--- config.mk ---
export PLATFORM = sky130hd
export DESIGN_NAME = cache_controller_2way
export DESIGN_NICKNAME = d
export VERILOG_FILES = /design/src/rtl/cache_controller_2way.sv
export SDC_FILE = /design/constraint.sdc
export NUM_CORES = 1
export LEC_CHECK = 0
export BUFFER_PORTS_ARGS = -buffer_cell sky130_fd_sc_hd__buf_2
export CAP_MARGIN = 10
export CORE_MARGIN = 4
export CORE_UTILIZATION = 60
export DETAILED_ROUTE_END_ITERATION = 8
export HOLD_SLACK_MARGIN = 0.1
export PLACE_DENSITY = 0.78
export SLEW_MARGIN = 5
export SYNTH_ARGS = -nofsm -noshare
export SYNTH_HDL_FRONTEND = slang
export SYNTH_SLANG_ARGS = --single-unit
--- constraint.sdc ---
create_clock -name clk -period 4.61 [get_ports clk]
set_clock_uncertainty 0.15 [all_clocks]
set_input_delay 0 -clock clk [delete_from_list [all_inputs] [get_ports clk]]
set_output_delay 0 -clock clk [all_outputs]
set_load 0.005 [all_outputs]
--- src/rtl/cache_controller_2way.sv ---
// cache_controller_2way: 2-way set-associative, write-back / write-allocate
// cache controller. It steers the SRAM mux/demux and addresses, and
// sequences line write-back and line fill against SDRAM. Each set has a
// true-LRU bit, and a dirty victim is written back before the fill.
//
// Ports:
//   clk, rst                 clock, synchronous active-high reset
//   Address_cpu, wr_rd_cpu   request address {tag,index,offset} and direction (1=write)
//   cs_cpu                   request strobe, accepted only while rdy_cpu=1
//   rdy_cpu                  1 = idle and ready for a request
//   Address_sdram            SDRAM word address
//   wr_rd_sdram              1 = write-back, 0 = fill
//   mstrb_sdram              one-cycle strobe at the start of each SDRAM word
//   mux_sel / demux_sel      SRAM data-in source / data-out sink (0=CPU, 1=SDRAM)
//   wen_sram                 SRAM write enable
//   address_cache_ctrl_sram  SRAM address {way,index,offset}
//   hit_count, miss_count    saturating counters, present only with CACHE_CTRL_PERF_CNT_EN
//
// Optional feature macro: CACHE_CTRL_PERF_CNT_EN (hit/miss counters).
// All outputs are registered. Each one is computed from the next-state values.
module cache_controller_2way #(
  parameter int unsigned ADDR_WIDTH  = 16,
  parameter int unsigned DATA_WIDTH  = 8,
  parameter int unsigned INDEX_BITS  = 3,
  parameter int unsigned OFFSET_BITS = 5,
  parameter int unsigned SDRAM_LAT   = 2
) (
  input  logic                             clk,
  input  logic                             rst,
  input  logic [ADDR_WIDTH-1:0]            Address_cpu,
  input  logic                             wr_rd_cpu,
  input  logic                             cs_cpu,
  output logic                             rdy_cpu,
  output logic [ADDR_WIDTH-1:0]            Address_sdram,
  output logic                             wr_rd_sdram,
  output logic                             mstrb_sdram,
  output logic                             mux_sel,
  output logic                             demux_sel,
  output logic                             wen_sram,
  output logic [INDEX_BITS+OFFSET_BITS:0]  address_cache_ctrl_sram
`ifdef CACHE_CTRL_PERF_CNT_EN
  ,
  output logic [15:0]                      hit_count,
  output logic [15:0]                      miss_count
`endif
);

  localparam int unsigned TAG_BITS = ADDR_WIDTH - INDEX_BITS - OFFSET_BITS;
  localparam int unsigned SETS     = 1 << INDEX_BITS;
  localparam int unsigned SRAM_AW  = 1 + INDEX_BITS + OFFSET_BITS;
  localparam int unsigned SUB_W    = (SDRAM_LAT < 1) ? 1 : $clog2(SDRAM_LAT + 1);

  // Reject unusable parameter values at elaboration
  if (DATA_WIDTH < 1 || SDRAM_LAT < 1) begin : g_param_check
    $error("cache_controller_2way: DATA_WIDTH and SDRAM_LAT must be >= 1");
  end

  typedef enum logic [2:0] {S_IDLE, S_COMPARE, S_WB, S_FILL, S_ACCESS} state_t;

  state_t                   r_state, w_state_n;
  logic [ADDR_WIDTH-1:0]    r_addr, w_addr_n;
  logic                     r_wr, w_wr_n;
  logic                     r_way, w_way_n;
  logic [OFFSET_BITS-1:0]   r_word, w_word_n;
  logic [SUB_W-1:0]         r_sub, w_sub_n;
  logic [SETS-1:0][1:0]     r_valid, r_dirty;
  logic [SETS-1:0]          r_lru;
  logic [TAG_BITS-1:0]      r_tag [SETS][2];

  logic [INDEX_BITS-1:0]    w_idx, w_idx_n;
  logic [TAG_BITS-1:0]      w_tag, w_tag_n;
  logic [OFFSET_BITS-1:0]   w_off_n;
  logic                     w_hit0, w_hit1, w_hit, w_victim;
  logic                     w_last_sub, w_last_word, w_fill_done, w_access;

  logic                     w_rdy_n, w_wr_sdram_n, w_mstrb_n, w_mux_n, w_demux_n, w_wen_n;
  logic [ADDR_WIDTH-1:0]    w_sdram_addr_n;
  logic [SRAM_AW-1:0]       w_sram_addr_n;

  assign w_idx       = r_addr[OFFSET_BITS +: INDEX_BITS];
  assign w_tag       = r_addr[ADDR_WIDTH-1 -: TAG_BITS];
  assign w_hit0      = r_valid[w_idx][0] && (r_tag[w_idx][0] == w_tag);
  assign w_hit1      = r_valid[w_idx][1] && (r_tag[w_idx][1] == w_tag);
  assign w_hit       = w_hit0 || w_hit1;
  // Victim: first invalid way (way0 first), otherwise the LRU way
  assign w_victim    = !r_valid[w_idx][0] ? 1'b0 :
                       !r_valid[w_idx][1] ? 1'b1 : r_lru[w_idx];
  assign w_last_sub  = (r_sub == SUB_W'(SDRAM_LAT));
  assign w_last_word = (r_word == {OFFSET_BITS{1'b1}});

  // Next-state logic
  always_comb begin
    w_state_n   = r_state;
    w_addr_n    = r_addr;
    w_wr_n      = r_wr;
    w_way_n     = r_way;
    w_word_n    = r_word;
    w_sub_n     = r_sub;
    w_fill_done = 1'b0;
    w_access    = 1'b0;
    case (r_state)
      S_IDLE: begin
        if (cs_cpu) begin
          w_addr_n  = Address_cpu;
          w_wr_n    = wr_rd_cpu;
          w_state_n = S_COMPARE;
        end
      end
      S_COMPARE: begin
        w_word_n = '0;
        w_sub_n  = '0;
        if (w_hit) begin
          w_way_n   = w_hit1;
          w_state_n = S_ACCESS;
        end else begin
          w_way_n   = w_victim;
          w_state_n = (r_valid[w_idx][w_victim] && r_dirty[w_idx][w_victim]) ? S_WB : S_FILL;
        end
      end
      S_WB, S_FILL: begin
        if (w_last_sub) begin
          w_sub_n  = '0;
          w_word_n = r_word + OFFSET_BITS'(1);
          if (w_last_word) begin
            w_state_n   = (r_state == S_WB) ? S_FILL : S_ACCESS;
            w_fill_done = (r_state == S_FILL);
          end
        end else begin
          w_sub_n = r_sub + SUB_W'(1);
        end
      end
      S_ACCESS: begin
        w_access  = 1'b1;
        w_state_n = S_IDLE;
      end
      default: w_state_n = S_IDLE;
    endcase
  end

  assign w_idx_n = w_addr_n[OFFSET_BITS +: INDEX_BITS];
  assign w_tag_n = w_addr_n[ADDR_WIDTH-1 -: TAG_BITS];
  assign w_off_n = w_addr_n[OFFSET_BITS-1:0];

  // Output values for the state being entered. The victim tag cannot change during WB.
  always_comb begin
    w_rdy_n        = 1'b0;
    w_sdram_addr_n = '0;
    w_wr_sdram_n   = 1'b0;
    w_mstrb_n      = 1'b0;
    w_mux_n        = 1'b0;
    w_demux_n      = 1'b0;
    w_wen_n        = 1'b0;
    w_sram_addr_n  = '0;
    case (w_state_n)
      S_IDLE: w_rdy_n = 1'b1;
      S_WB: begin
        w_sram_addr_n  = {w_way_n, w_idx_n, w_word_n};
        w_demux_n      = 1'b1;
        w_sdram_addr_n = {r_tag[w_idx_n][w_way_n], w_idx_n, w_word_n};
        w_wr_sdram_n   = 1'b1;
        w_mstrb_n      = (w_sub_n == '0);
      end
      S_FILL: begin
        w_sram_addr_n  = {w_way_n, w_idx_n, w_word_n};
        w_mux_n        = 1'b1;
        w_sdram_addr_n = {w_tag_n, w_idx_n, w_word_n};
        w_mstrb_n      = (w_sub_n == '0);
        w_wen_n        = (w_sub_n == SUB_W'(SDRAM_LAT));
      end
      S_ACCESS: begin
        w_sram_addr_n = {w_way_n, w_idx_n, w_off_n};
        w_wen_n       = w_wr_n;
      end
      default: ;
    endcase
  end

  // State, per-set bookkeeping and registered outputs
  always_ff @(posedge clk) begin
    if (rst) begin
      r_state                 <= S_IDLE;
      r_addr                  <= '0;
      r_wr                    <= 1'b0;
      r_way                   <= 1'b0;
      r_word                  <= '0;
      r_sub                   <= '0;
      r_valid                 <= '0;
      r_dirty                 <= '0;
      r_lru                   <= '0;
      rdy_cpu                 <= 1'b1;
      Address_sdram           <= '0;
      wr_rd_sdram             <= 1'b0;
      mstrb_sdram             <= 1'b0;
      mux_sel                 <= 1'b0;
      demux_sel               <= 1'b0;
      wen_sram                <= 1'b0;
      address_cache_ctrl_sram <= '0;
    end else begin
      r_state                 <= w_state_n;
      r_addr                  <= w_addr_n;
      r_wr                    <= w_wr_n;
      r_way                   <= w_way_n;
      r_word                  <= w_word_n;
      r_sub                   <= w_sub_n;
      rdy_cpu                 <= w_rdy_n;
      Address_sdram           <= w_sdram_addr_n;
      wr_rd_sdram             <= w_wr_sdram_n;
      mstrb_sdram             <= w_mstrb_n;
      mux_sel                 <= w_mux_n;
      demux_sel               <= w_demux_n;
      wen_sram                <= w_wen_n;
      address_cache_ctrl_sram <= w_sram_addr_n;
      if (w_fill_done) begin
        r_valid[w_idx][r_way] <= 1'b1;
        r_dirty[w_idx][r_way] <= 1'b0;
      end
      if (w_access) begin
        if (r_wr) r_dirty[w_idx][r_way] <= 1'b1;
        r_lru[w_idx] <= ~r_way;
      end
    end
  end

  // Tags are qualified by valid, so they need no reset
  always_ff @(posedge clk) begin
    if (!rst && w_fill_done) r_tag[w_idx][r_way] <= w_tag;
  end

`ifdef CACHE_CTRL_PERF_CNT_EN
  logic [15:0] r_hit_cnt, r_miss_cnt;

  // Saturating hit/miss counters, one update per lookup
  always_ff @(posedge clk) begin
    if (rst) begin
      r_hit_cnt  <= '0;
      r_miss_cnt <= '0;
    end else if (r_state == S_COMPARE) begin
      if (w_hit && r_hit_cnt != 16'hFFFF)   r_hit_cnt  <= r_hit_cnt + 16'd1;
      if (!w_hit && r_miss_cnt != 16'hFFFF) r_miss_cnt <= r_miss_cnt + 16'd1;
    end
  end

  assign hit_count  = r_hit_cnt;
  assign miss_count = r_miss_cnt;
`endif

endmodule

==> impl_metrics.yaml, run 1 <==
run_status:
  status: "finished, final reports clean"
clock_network:
  clkTransAtPathRegs_ns: 0.07
  postCtsSetupRepairBufs: 0
  cts-root-buf: "clkbuf_16"
  clock_path_buffers: 3
  numCtsBuffers: 24
  cts_tree: "built"
  htreeDepth: 1
  cts.sinks: 226
  insertion_delay_ns: 0.53
timing:
  worstMarginPinSlew_ns: 1.110
  finalSetupTns_ns: 0
  rsz0062_at_grt: "no"
  max_freq_mhz: 246.3
  setup_viol: 0
  final_hold_viol_count: 0
  period_needed_ns: 4.061
  min_period_over_period: 0.8809
  slew_viol_final: 0
  slew_headroom: 0.2585
  setup_slack_ns: 0.5492
floorplanning:
  dieArea_sq_mm: 0.02000
  fp.dieH_um: 141.4
  io_pins: 51
  core_sq_mm: 0.01736
  die_w_um: 141.4
  start_util: 0.6153
  rows: 48
synth:
  synth_area_sq_mm: 0.01068
  ys_async_sr_fraction: 0
  avgSynthCellArea_sq_um: 11.56
  ys_seq_area_frac: 0.5436
  synth_edf_count: 128
  ys_types: 74
  ys_seq_elements: 226
  syn_nets: 946
  yosys_warnings: 0
  synthFlopType: "edfxtp_1"
  synth_top_cell_by_area: "edfxtp_1"
  synthCells: 924
  synth_area_leaders: "edfxtp_1 36%, dfxtp_1 18%, mux2i_1 9.2%, mux2_2 3.8%, mux4_2 3.6%"
  synth_top_area_frac: 0.3599
placement:
  portBuffers: 50
  dpl_worst_slack_ns: 0.6212
  place.gp.congestion: 0.9110
  dp.final_hpwl_um: 17980
setup_path:
  critical_path.top_delay_family: "simple AND/OR/NAND/NOR gates"
  worstSetupPathType: "reg2reg"
  critPathLaunchType: "flip-flop"
  cp_max_fo: 32
  worstReg2RegEnd: "Address_sdram[7]"
  slowest_delay_ns: 0.92
  r2r_slack_ns: 0.55
  crit_required_ns: 4.90
  ff2ff_path_depth: 9
  arrival_ns: 4.35
  slowest_stage: "dfxtp_2"
  worstReg2RegStart: "r_addr[5]"
  cp_cell_sequence: "buf_4, mux2_2, o22ai_1, o21ai_0, and4b_1, and4_1, o31ai_2, nand2_1, nor2_1"
  cp_num_buf_inv: 1
  worst_setup_path_end_kind: "flip-flop"
pwr:
  p_leak_nw: 4.936
  power_density_mw_per_mm2: 392.4
  peakVddDrop_mv: 0.3683
cells_and_area:
  seq_area_sq_mm: 0.005809
  fillers: 1193
  multiInputGateArea_sq_mm: 0.004564
  final_util: 0.7112
  nNetsFinal: 1025
  layout-drive-gt1-share: 0.1743
  antennaDiodeCount: 0
  syn2layout_area_growth_pct: 15.58
detailed_routing:
  post-route-drc-count: 0
  top_layer_used: "met4"
  drtIter0Drc: 864
  wirelength_um: 28300
  wl_met1_um: 11490
  drtAntennaViolNets: 0
  route.met2.wl_um: 13160
  via_per_inst: 6.475
  post_drt_wl_per_cell_um: 22.71
  first_pass_iters: 5
  num_vias: 8068
  met3_length_um: 2509
hold_path:
  hold_end: "r_addr[10]"
  hold_path.startpoint: "Address_cpu[10]"
  min_delay_path_depth: 4
  min-delay-path-class: "in2reg"
global_routing:
  grtUsageTotal: 0.2779
  grt_max_degree: 69
  overflow: 0
  grt_pass1_vias: 7827
  grt_pass1_wl_um: 43590
  antenna_found_initial: 0
flow_run:
  cap_violations: 0
==> worst max path at each step <==
| stage | start | to | slack, ns | cells after the start |
|---|---|---|---|---|
| finish | r_addr[5] | Address_sdram[7] | 0.55 | 9 |
| global route | r_addr[5] | Address_sdram[1] | 0.30 | 9 |
| CTS | r_addr[5] | Address_sdram[7] | 0.60 | 9 |
| detailed placement | r_addr[5] | Address_sdram[7] | 0.62 | 9 |
| global placement | r_addr[5] | Address_sdram[14] | 0.73 | 9 |
| floorplan | r_addr[7] | Address_sdram[14] | 1.40 | 12 |
==> registers in the layout, summed over array words and instances (netlist names) <==
register and cells:
mux_sel 1, mstrb_sdram 1, r_dirty 16, demux_sel 1, address_cache_ctrl_sram 9, r_way 1, r_sub 2, wen_sram 1
r_lru 8, r_valid 16, r_word 5, Address_sdram 16, r_tag 128, r_wr 1, r_state 3, r_addr 16
rdy_cpu 1
==> area by class of cell <==
class | count | area share
Clock buffer | 36 | 0.05737
Clock inverter | 8 | 0.005879
Inverter | 10 | 0.003041
Multi-Input combinational cell | 626 | 0.3698
Sequential cell | 226 | 0.4706
Tap cell | 225 | 0.02281
Timing Repair Buffer | 115 | 0.07055
==> tightest hold or removal path, cell delays in order <==
cell           delay [ns]
dlygate4sd3_1        0.53
buf_2                0.12
nand2_1              0.08
a21oi_1              0.12
==> per-layer routing <==
layer  up-vias  track usage
li1       3608            -
met1      3937       0.3721
met2       445       0.4552
met3        78      0.05056
met4         0       0.1056
met5         -            0
==> where the power goes <==
| group | internal (mW) | switching (mW) | total, mW |
|---|---|---|---|
| sequential | 2.17 | 0.0700 | 2.24 |
| clock | 1.12 | 0.785 | 1.90 |
| combinational | 0.292 | 0.408 | 0.700 |
==> kinds of logic (layout without fill, tap and decap cells) <==
logic type | Yosys count | after routing | share of synthesized area
XOR/XNOR | 9 | 9 | 0.007380
flip-flops | 226 | 226 | 0.5436
AO/OA/AOI/OAI | 197 | 197 | 0.1218
AND/OR/NAND/NOR | 263 | 263 | 0.1168
adder cells (fa/ha/maj) | 2 | 2 | 0.002343
multiplexers | 155 | 155 | 0.1755
buffers and inverters | 72 | 169 | 0.03257
==> cells in the mapped netlist (all sizes together), types with 4 or more instances <==
master	n
and2	4
nand3b	5
dfxtp	98
o211ai	8
mux4	21
inv	10
a211oi	16
nor3	13
a21oi	45
buf	28
nor2b	6
edfxtp	128
nor2	79
and3	4
o22ai	9
a22oi	22
or3	5
o21ai	47
or2	4
xnor2	5
a21o	16
xor2	4
nand3	13
clkbuf	34
nand2b	10
nand2	101
mux2	36
a22o	6
mux2i	98
==> what timing repair did <==
action / 4_1_cts / 5_1_grt
hold endpoints to repair: 81 / 0
hold buffers: 43 / 0
gates resized for setup: 0 / 0
==> through the flow <==
stage          power [mW]  hold slack [ns]  area [sq um]  cells
5_1_grt             4.978           0.2781         12340   1246
3_5_place_dp        2.916           0.1238         11130   1159
6_report            4.844           0.2543         12340   1246
4_1_cts             4.830           0.2445         12340   1246
3_3_place_gp        2.907           0.1161         11130   1159
2_1_floorplan       2.717        0.0004834         10680    924
==> layout by cell type, fill, tap and decap left out, types with 6 or more instances in the layout <==
cell / instances
nand3_1: 12
buf_4: 20
mux2i_1: 96
dfxtp_1: 95
nor2b_1: 6
clkbuf_1: 8
a22o_1: 6
o22ai_1: 8
inv_1: 10
o211ai_1: 8
buf_2: 50
nand2b_1: 10
a21o_1: 16
a22oi_1: 22
a211oi_1: 16
clkbuf_16: 26
a21oi_1: 44
nor2_1: 79
mux2_2: 36
nand2_1: 101
nor3_1: 12
mux4_2: 17
o21ai_0: 47
edfxtp_1: 128
dlygate4sd3_1: 43
Power figures use the tool's default switching activity.
==> inputs of run 2 (changes only) <==
Settings changed: BUFFER_PORTS_ARGS -buffer_cell sky130_fd_sc_hd__buf_2 to not set, CORE_MARGIN 4 to not set, CTS_CLUSTER_SIZE set to 24, DONT_BUFFER_PORTS set to 1, PLACE_DENSITY 0.78 to 0.76.
==> run 2 against run 1 <==
  * Critical path depth unchanged
  * Final area down 2.6%
  * Clock power up 4%
==> impl_metrics.yaml, run 2 (synthesized netlist as in run 1, its figures left out) <==
detailed_routing:
  first_pass_iters: 5
  via_per_inst: 6.618
  post-route-drc-count: 0
  num_vias: 7823
  drtIter0Drc: 834
  drtAntennaViolNets: 0
  wirelength_um: 28130
  post_drt_wl_per_cell_um: 23.80
setup_path:
  crit_required_ns: 4.86
  worstSetupPathType: "reg2reg"
  cp_cell_sequence: "buf_4, mux4_2, mux2i_1, xor2_1, nand3_1, o41ai_1, nand2_1, a22oi_1, a22oi_1"
  cp_max_fo: 29
  slowest_delay_ns: 0.83
  worst_setup_path_end_kind: "flip-flop"
  arrival_ns: 4.28
  critPathLaunchType: "flip-flop"
  slowest_stage: "dfxtp_2"
  crit_top_cell: "a22oi_1"
cells_and_area:
  antennaDiodeCount: 0
  top_register: "r_tag"
  nNetsFinal: 962
  mostFrequentLayoutCells: "128 x edfxtp_1, 101 x nand2_1, 96 x mux2i_1, 95 x dfxtp_1, 79 x nor2_1"
  largest_reg_flops: 128
  final_util: 0.6930
  layout_commonest_cell: "edfxtp_1"
  layout-drive-gt1-share: 0.1400
  syn2layout_area_growth_pct: 12.62
global_routing:
  antenna_found_initial: 0
  grt_pass1_wl_um: 42480
  grt_pass1_vias: 7517
  grtUsageTotal: 0.3106
  overflow: 0
  grt_max_degree: 69
pwr:
  power_density_mw_per_mm2: 405.8
  total_power_mw: 4.881
  peakVddDrop_mv: 0.4193
  p_leak_nw: 4.647
floorplanning:
  start_util: 0.6153
  rows: 48
  fp.dieH_um: 135.4
  core_sq_mm: 0.01736
  io_pins: 51
  dieArea_sq_mm: 0.01834
  die_w_um: 135.4
run_status:
  status: "finished, final reports clean"
timing:
  setup_viol: 0
  final_hold_viol_count: 0
  min_period_over_period: 0.8747
  finalSetupTns_ns: 0
  worstMarginPinSlew_ns: 1.244
  slew_viol_final: 0
  max_freq_mhz: 248.0
  rsz0062_at_grt: "no"
  period_needed_ns: 4.032
  slew_headroom: 0.1674
  timing.hold.ws_ns: 0.1110
hold_path:
  min-delay-path-class: "in2reg"
clock_network:
  htreeDepth: 1
  postCtsSetupRepairBufs: 0
  cts.sinks: 226
  clkTransAtPathRegs_ns: 0.06
  clock_path_buffers: 3
  insertion_delay_ns: 0.53
  numCtsBuffers: 24
  cts-root-buf: "clkbuf_16"
  cts_tree: "built"
placement:
  place.gp.congestion: 0.9193
  dp.final_hpwl_um: 18110
  portBuffers: 0
flow_run:
  cap_violations: 0
run 2: cell types whose count changed in the layout (fill, tap and decap cells not counted), moves of 4 or more:
cell,before,now
dlygate4sd3_1,43,33
buf_4,20,16
clkbuf_1,8,0
clkinvlp_4,0,4
buf_2,50,0
run 2: routing by layer:
layer	global-route usage	up-vias	routed length (um)
met2	0.5068	419	13530
met3	0.05799	76	2000
met4	0.1486	0	1326
met1	0.4003	3847	11270
li1	-	3481	-
met5	0	-	0
run 2: repair_timing:
| item | 4_1_cts | 5_1_grt |
|---|---|---|
| endpoints found under the setup margin | 0 | 0 |
| gates resized for setup | 0 | 0 |
| hold buffers | 34 | 0 |
| hold endpoints to repair | 98 | 0 |
run 2: final cells by class:
class                      count  area [sq um]
sequential                   226          5809
clock buffer                  27         641.9
multi-input combinational    626          4564
clock inverter                16         182.7
tap                          225         281.5
timing repair buffer          52         510.5
fill                        1233          5329
inverter                      10         37.54
run 2: power breakdown:
part           total, mW  switching [mW]  internal (mW)
Clock               1.98           0.804           1.18
Sequential          2.25          0.0765           2.17
Combinational      0.656           0.389          0.267
Total               4.88            1.27           3.61
run 2: path summary, 6_finish.rpt:
path,from,to,slack (ns),cells after the start
worst max-delay path,r_addr[5],Address_sdram[10],0.58,9
worst min-delay path,Address_cpu[14],r_addr[14],0.11,3
worst max register to register,r_addr[5],Address_sdram[10],0.58,9
worst min register to register,r_valid[12],r_valid[12],0.30,1
run 2: worst max-delay path: cells and delay by family, from the launching register on:
kind                      cells  cell delay (ns)
and+or+nand+nor               2             0.63
muxes                         2             0.70
xor gates and xnor gates      1             0.18
AOI/OAI and AO/OA             3             1.04
DFF                           1             0.83
buffers and inverters         1             0.34
run 2: through the flow:
| stage | setup WS (ns) | cell area (sq um) | std cells |
|---|---|---|---|
| after detailed placement | 0.6227 | 10850 | 1105 |
| after CTS | 0.6310 | 12030 | 1182 |
| after floorplan | 1.403 | 10680 | 924 |
| final | 0.5778 | 12030 | 1182 |
| after global placement | 0.8013 | 10850 | 1105 |
| after global routing | 0.3497 | 12030 | 1182 |
